<file path="src/rtl/fpu_pkg.sv">
// Shared FPU definitions: rounding modes, field widths, exception flag bundle
// and the overflow-result helper used by the rounding back ends.
package fpu_pkg;

    typedef enum logic [1:0] {
        RNE = 2'b00,
        RTZ = 2'b01,
        RUP = 2'b10,
        RDN = 2'b11
    } rmode_e;

    localparam int EXP_MAX   = 2047;
    localparam int FRAC_W    = 52;
    localparam int MANT_IN_W = 56;

    typedef struct packed {
        logic of;
        logic uf;
        logic nx;
    } fpu_flags_t;

    // Overflow saturates to infinity only when the mode rounds away from zero
    // in the result's direction; otherwise it clamps to the largest finite.
    function automatic logic [63:0] ovf_result(input logic sign, input rmode_e rm);
        logic to_inf;
        case (rm)
            RNE:     to_inf = 1'b1;
            RTZ:     to_inf = 1'b0;
            RUP:     to_inf = !sign;
            default: to_inf = sign;
        endcase
        return to_inf ? {sign, 11'h7FF, {FRAC_W{1'b0}}}
                      : {sign, 11'h7FE, {FRAC_W{1'b1}}};
    endfunction

endpackage

</file>
<file path="src/rtl/fpu_mul_round_if.sv">
// Handshake bundle between the multiplier datapath, the rounding back end
// and the result arbiter.
interface fpu_mul_round_if;
    import fpu_pkg::*;

    logic                 in_valid;
    logic                 in_ready;
    logic                 in_sign;
    logic [MANT_IN_W-1:0] in_mant;
    logic [11:0]          in_exp;
    logic                 in_shift_inexact;
    logic [1:0]           in_rmode;
    logic                 out_valid;
    logic                 out_ready;
    logic [63:0]          out_result;
    logic [2:0]           out_flags;

    modport master (
        output in_valid, in_sign, in_mant, in_exp, in_shift_inexact, in_rmode, out_ready,
        input  in_ready, out_valid, out_result, out_flags
    );

    modport slave (
        input  in_valid, in_sign, in_mant, in_exp, in_shift_inexact, in_rmode, out_ready,
        output in_ready, out_valid, out_result, out_flags
    );

endinterface

</file>
<file path="src/rtl/fpu_rnd_incr.sv">
// Rounding decision: round-up increment and inexact indication from the
// sign, LSB/guard/sticky bits and the active rounding mode.
module fpu_rnd_incr
    import fpu_pkg::*;
(
    input  logic   sign,
    input  logic   lsb,
    input  logic   guard,
    input  logic   sticky,
    input  logic   shift_inexact,
    input  rmode_e rmode,
    output logic   inc,
    output logic   inexact
);

    always_comb begin
        inc = 1'b0;
        case (rmode)
            RNE:     inc = guard & (sticky | lsb);
            RTZ:     inc = 1'b0;
            RUP:     inc = !sign & (guard | sticky);
            default: inc = sign & (guard | sticky);
        endcase
        inexact = guard | sticky | shift_inexact;
    end

endmodule

</file>
<file path="src/rtl/fpu_mul_round.sv">
// Double-precision multiplier rounding/packing back end, 2-stage elastic pipeline.
// Define FPU_RND_FLAGS_EN to build the exception flag logic and registers.
module fpu_mul_round
    import fpu_pkg::*;
#(
    parameter int LATENCY = 2
) (
    input  logic            clk,
    input  logic            rst,
    fpu_mul_round_if.slave  bus
);

    if (LATENCY != 2) begin : g_latency_chk
        $error("fpu_mul_round: LATENCY is fixed at 2");
    end

    logic              s1_valid_q, s1_valid_d;
    logic              s1_sign_q, s1_sign_d;
    rmode_e            s1_rmode_q, s1_rmode_d;
    logic [11:0]       s1_exp_q, s1_exp_d;
    logic [FRAC_W-1:0] s1_frac_q, s1_frac_d;
    logic              s1_inc_q, s1_inc_d;
    logic              s2_valid_q, s2_valid_d;
    logic [63:0]       out_result_q, out_result_d;

    logic        in_ready, accept, s1_adv, s2_adv;
    logic        inc, ovf;
    logic [62:0] mag;
    logic [63:0] res;

    assign s2_adv   = !s2_valid_q | bus.out_ready;
    assign s1_adv   = s1_valid_q & s2_adv;
    assign in_ready = !s1_valid_q | s1_adv;
    assign accept   = bus.in_valid & in_ready;

    assign bus.in_ready   = in_ready;
    assign bus.out_valid  = s2_valid_q;
    assign bus.out_result = out_result_q;

`ifdef FPU_RND_FLAGS_EN
    logic nx;

    fpu_rnd_incr u_rnd (
        .sign          (bus.in_sign),
        .lsb           (bus.in_mant[2]),
        .guard         (bus.in_mant[1]),
        .sticky        (bus.in_mant[0]),
        .shift_inexact (bus.in_shift_inexact),
        .rmode         (rmode_e'(bus.in_rmode)),
        .inc           (inc),
        .inexact       (nx)
    );
`else
    logic nx_unused;

    fpu_rnd_incr u_rnd (
        .sign          (bus.in_sign),
        .lsb           (bus.in_mant[2]),
        .guard         (bus.in_mant[1]),
        .sticky        (bus.in_mant[0]),
        .shift_inexact (1'b0),
        .rmode         (rmode_e'(bus.in_rmode)),
        .inc           (inc),
        .inexact       (nx_unused)
    );
`endif

    always_comb begin
        s1_valid_d = in_ready ? bus.in_valid : s1_valid_q;
        s1_sign_d  = s1_sign_q;
        s1_rmode_d = s1_rmode_q;
        s1_exp_d   = s1_exp_q;
        s1_frac_d  = s1_frac_q;
        s1_inc_d   = s1_inc_q;
        if (accept) begin
            s1_sign_d  = bus.in_sign;
            s1_rmode_d = rmode_e'(bus.in_rmode);
            s1_exp_d   = bus.in_exp;
            s1_frac_d  = bus.in_mant[FRAC_W+1:2];
            s1_inc_d   = inc;
        end
    end

    // Fraction carry ripples straight into the exponent field, which also
    // turns a rounded-up denormal into the smallest normal.
    always_comb begin
        mag = {s1_exp_q[10:0], s1_frac_q} + {62'd0, s1_inc_q};
        ovf = (s1_exp_q >= 12'(EXP_MAX)) || (mag[62:52] == 11'(EXP_MAX));
        res = ovf ? ovf_result(s1_sign_q, s1_rmode_q) : {s1_sign_q, mag};
        s2_valid_d   = s2_adv ? s1_valid_q : s2_valid_q;
        out_result_d = (s2_adv & s1_valid_q) ? res : out_result_q;
    end

    always_ff @(posedge clk) begin
        if (rst) begin
            s1_valid_q   <= 1'b0;
            s1_sign_q    <= 1'b0;
            s1_rmode_q   <= RNE;
            s1_exp_q     <= '0;
            s1_frac_q    <= '0;
            s1_inc_q     <= 1'b0;
            s2_valid_q   <= 1'b0;
            out_result_q <= '0;
        end else begin
            s1_valid_q   <= s1_valid_d;
            s1_sign_q    <= s1_sign_d;
            s1_rmode_q   <= s1_rmode_d;
            s1_exp_q     <= s1_exp_d;
            s1_frac_q    <= s1_frac_d;
            s1_inc_q     <= s1_inc_d;
            s2_valid_q   <= s2_valid_d;
            out_result_q <= out_result_d;
        end
    end

`ifdef FPU_RND_FLAGS_EN
    logic       s1_nx_q, s1_nx_d;
    logic       s1_zero_q, s1_zero_d;
    fpu_flags_t out_flags_q, out_flags_d;
    fpu_flags_t flags;

    always_comb begin
        s1_nx_d   = accept ? nx : s1_nx_q;
        s1_zero_d = accept ? (bus.in_exp == '0 && bus.in_mant == '0) : s1_zero_q;
        flags.of  = ovf;
        flags.nx  = s1_nx_q | ovf;
        flags.uf  = !ovf & (mag[62:52] == '0) & s1_nx_q;
        if (s1_zero_q) flags = '0;
        out_flags_d = (s2_adv & s1_valid_q) ? flags : out_flags_q;
    end

    always_ff @(posedge clk) begin
        if (rst) begin
            s1_nx_q     <= 1'b0;
            s1_zero_q   <= 1'b0;
            out_flags_q <= '0;
        end else begin
            s1_nx_q     <= s1_nx_d;
            s1_zero_q   <= s1_zero_d;
            out_flags_q <= out_flags_d;
        end
    end

    assign bus.out_flags = out_flags_q;
`else
    assign bus.out_flags = 3'b000;
`endif

endmodule

</file>
<file path="src/flat_wrapper.sv">
// flat-port wrapper written by rule: the top's interface ports become plain ports
module fpu_mul_round_flat import fpu_pkg::*;
#(
    parameter int LATENCY = 2
)
  (clk, rst, bus_in_valid, bus_in_sign, bus_in_mant, bus_in_exp, bus_in_shift_inexact, bus_in_rmode, bus_out_ready, bus_in_ready, bus_out_valid, bus_out_result, bus_out_flags);
  fpu_mul_round_if bus_i ();
  input  logic clk;
  input  logic rst;
  input wire logic [$bits(bus_i.in_valid)-1:0] bus_in_valid;
  input wire logic [$bits(bus_i.in_sign)-1:0] bus_in_sign;
  input wire logic [$bits(bus_i.in_mant)-1:0] bus_in_mant;
  input wire logic [$bits(bus_i.in_exp)-1:0] bus_in_exp;
  input wire logic [$bits(bus_i.in_shift_inexact)-1:0] bus_in_shift_inexact;
  input wire logic [$bits(bus_i.in_rmode)-1:0] bus_in_rmode;
  input wire logic [$bits(bus_i.out_ready)-1:0] bus_out_ready;
  output wire logic [$bits(bus_i.in_ready)-1:0] bus_in_ready;
  output wire logic [$bits(bus_i.out_valid)-1:0] bus_out_valid;
  output wire logic [$bits(bus_i.out_result)-1:0] bus_out_result;
  output wire logic [$bits(bus_i.out_flags)-1:0] bus_out_flags;
  assign bus_i.in_valid = bus_in_valid;
  assign bus_i.in_sign = bus_in_sign;
  assign bus_i.in_mant = bus_in_mant;
  assign bus_i.in_exp = bus_in_exp;
  assign bus_i.in_shift_inexact = bus_in_shift_inexact;
  assign bus_i.in_rmode = bus_in_rmode;
  assign bus_i.out_ready = bus_out_ready;
  assign bus_in_ready = bus_i.in_ready;
  assign bus_out_valid = bus_i.out_valid;
  assign bus_out_result = bus_i.out_result;
  assign bus_out_flags = bus_i.out_flags;
  fpu_mul_round #(.LATENCY(LATENCY)) u_core (.clk(clk), .rst(rst), .bus(bus_i));
endmodule
</file>
<file path="config.mk">
export PLATFORM = sky130hd
export DESIGN_NAME = fpu_mul_round_flat
export DESIGN_NICKNAME = d
export VERILOG_FILES = /design/src/rtl/fpu_pkg.sv /design/src/rtl/fpu_mul_round_if.sv /design/src/rtl/fpu_rnd_incr.sv /design/src/rtl/fpu_mul_round.sv /design/src/flat_wrapper.sv
export SDC_FILE = /design/constraint.sdc
export NUM_CORES = 1
export LEC_CHECK = 0
export CAP_MARGIN = 20
export CORE_MARGIN = 5
export CORE_UTILIZATION = 30
export CTS_CLUSTER_SIZE = 25
export DETAILED_ROUTE_END_ITERATION = 10
export GPL_TIMING_DRIVEN = 0
export PLACE_DENSITY = 0.64
export SLEW_MARGIN = 0
export SYNTH_ARGS = -nofsm -noshare
export SYNTH_HDL_FRONTEND = slang
export SYNTH_SLANG_ARGS = --single-unit
</file>
<file path="constraint.sdc">
create_clock -name clk -period 5.5 [get_ports clk]
set_clock_uncertainty 0.1 [all_clocks]
set_input_delay 0.55 -clock clk [delete_from_list [all_inputs] [get_ports clk]]
set_output_delay 0.55 -clock clk [all_outputs]
set_load 0.1 [all_outputs]
</file>
==> results.toml <==
[logic_synthesis]
synth-async-reset-ratio_pct = 0
synthTopCellsByArea = "dfxtp_1, nand2_1, a21oi_1"
ys_ff_latch = 134
synth.cell_area_sq_mm = 0.00634
synthMostInstantiatedCell = "nand2_1"
yosys-top-cells-count = "nand2_1, dfxtp_1, nor2_1, a21oi_1, clkbuf_1"
synthFlopType = "dfxtp_1"
synth.distinct_cells = 46
synth_cells = 777
synth_top_area_share_pct = 42.3
avgSynthCellArea_sq_um = 8.16
synth_edf_count = 0
synth_largest_area_cell = "dfxtp_1"
synth-seq-area-share_pct = 42.3
synth_warnings = 0

[route]
drt-initial-drc-count = 340
vias_per_cell = 4.99
antenna_left = 0
wl_um = 20400
vias = 6108
remaining_drc_errors = 0
dr.pass1.iters = 6
wl_per_cell_um = 16.7

[clocking]
cts_buffer_depth = 2
cts_resized = 0
ctsHoldBuffers = 0
cts.htree.levels = 4
root_buffer = "clkbuf_16"
cts_buffers = 17
clkSlewWorstSetupHoldPaths_ns = 0.06
clk_latency_ns = 0.42
postCtsSetupBuffers = 0
cts_tree = "yes"
clock_sinks = 134

[place]
dpl-instance-area_sq_mm = 0.00806
place_inst = 1191
place_ws_ns = 2.00
hpwl_um = 15900
portBuffers = 137
routabilityCongestion = 0.886

[run]
maxCapViolations = 0

[finish]
seqCellArea_sq_mm = 0.00268
n_fill_cell = 2156
fin_util_pct = 41.5
fin_cells = 1223
diodes = 0
multi_input_area_sq_mm = 0.00342
drive_gt1_share_pct = 8.54
syn2layout_area_growth_pct = 36.6
fin_area_sq_mm = 0.00866
nets = 1014

[critical_path]
crit_arrival_ns = 3.78
critPathRequiredTime_ns = 5.66
crit_type = "flip-flop to flip-flop"
cp-end-kind = "flip-flop"
ff2ff_path_depth = 12
worstPathMaxFanout = 10
worst_setup_path_start_kind = "flip-flop"

[timing]
slew_violations = 0
holdWs_ns = 0.358
relSlewSlack_pct = 28.6
rsz0062_at_grt = "false"
worst-slew-pin-transition_ns = 1.07
fin_crit_ns = 3.62
setup-violations-final = 0
min_period_over_period_pct = 65.8
layout_setup_ws_ns = 1.88
fin_tns_setup_ns = 0
fmax_ghz = 0.276
finalHoldViolCount = 0

[die]
ios = 145
core-area_sq_mm = 0.0209
dieArea_sq_mm = 0.0241
start_util_pct = 30.4
die_w_um = 155
rows = 53
fp.dieH_um = 155

[global_route]
grt_overflow_total = 0
grt_max_degree = 17
grt.total_usage_pct = 17.0
grt_pass1_wl_um = 32200
grt_pass1_vias = 5918
antenna_found_initial = 0

[power]
p_per_area_mw_per_mm2 = 326
ir_worst_vdd_uv = 195
power.total_mw = 2.83
p_leak_nw = 2.97

[worst_hold_path]
min_path_type = "flip-flop to flip-flop"
worstHoldPathCells = 2

[status]
outcome = "completed"
-- sequential cells by signal, summed over array words and instances, names as in the netlist --
| signal | count |
|---|---|
| u_core.s1_inc_q | 1 |
| u_core.s1_rmode_q | 2 |
| u_core.s1_valid_q | 1 |
| u_core.s1_frac_q | 52 |
| u_core.s1_exp_q | 12 |
| u_core.bus.out_result | 64 |
| u_core.s1_sign_q | 1 |
| u_core.bus.out_valid | 1 |
-- report_power, final --
part / internal [mW] / switching, mW / total [mW]
combinational: 0.171 / 0.404 / 0.575
sequential: 1.03 / 0.0623 / 1.10
clock: 0.726 / 0.428 / 1.15
-- logic make-up after synthesis --
group           synth area share (%)
compound gates                  18.2
fa+ha+maj                      0.592
other cells                   0.0591
buf+inv                         3.91
flops                           42.3
simple gates                    27.0
xor+xnor                        7.87
-- cells in the final DEF (no fill, tap or decap), types with 3 or more instances in the layout --
cell type / n
bufinv_16: 3
clkinv_4: 3
nor4_1: 10
buf_4: 4
dfxtp_1: 134
a311oi_1: 10
nand4_1: 23
buf_2: 6
or3_1: 4
nor4_2: 4
nor2_1: 93
o32ai_1: 22
ha_1: 3
o22ai_1: 4
nand4_2: 4
clkbuf_1: 36
conb_1: 3
xnor2_1: 27
inv_1: 5
a311oi_2: 20
xor2_1: 30
nand3_1: 24
buf_6: 3
clkdlybuf4s50_1: 137
clkbuf_16: 17
buf_1: 3
o21ai_0: 12
nand2_1: 174
nor3_1: 11
and3_1: 7
a21oi_1: 79
-- final timing paths --
kind | start | endpoint | slack [ns]
hold reg to reg | u_core.s1_rmode_q[1] | u_core.s1_rmode_q[1] | 0.36
setup reg to reg | u_core.s1_inc_q | u_core.bus.out_result[50] | 1.88
hold / removal | u_core.s1_rmode_q[1] | u_core.s1_rmode_q[1] | 0.36
setup / recovery | u_core.s1_inc_q | u_core.bus.out_result[50] | 1.88
-- metal layers --
| layer | wire, um | part of all wire (%) | track usage [%] |
|---|---|---|---|
| met1 | 9090 | 44 | 21.8 |
| met2 | 9510 | 47 | 27.3 |
| met3 | 1400 | 6.9 | 5.03 |
| met4 | 442 | 2.2 | 5.63 |
| met5 | 0 | 0 | 0 |
-- worst max-delay path, cell delays in order, from the launching register on --
cell	delay [ns]
dfxtp_1	0.41
ha_1	0.21
ha_1	0.22
nand3_2	0.17
nor4_2	0.44
nand4_1	0.35
o21ai_0	0.42
a22oi_1	0.16
and4b_1	0.22
buf_6	0.15
nor2_4	0.27
buf_6	0.23
a311oi_2	0.10
-- final cells by class --
class | instances | share of cell area [%]
clock buffer | 21 | 5.20
timing repair buffer | 137 | 15.8
inverter | 5 | 0.217
sequential | 134 | 31.0
clock inverter | 11 | 1.73
multi-input combinational | 591 | 39.4
buffer | 49 | 2.64
tap | 275 | 3.97
Note: power is estimated with default switching activity, not from simulation.
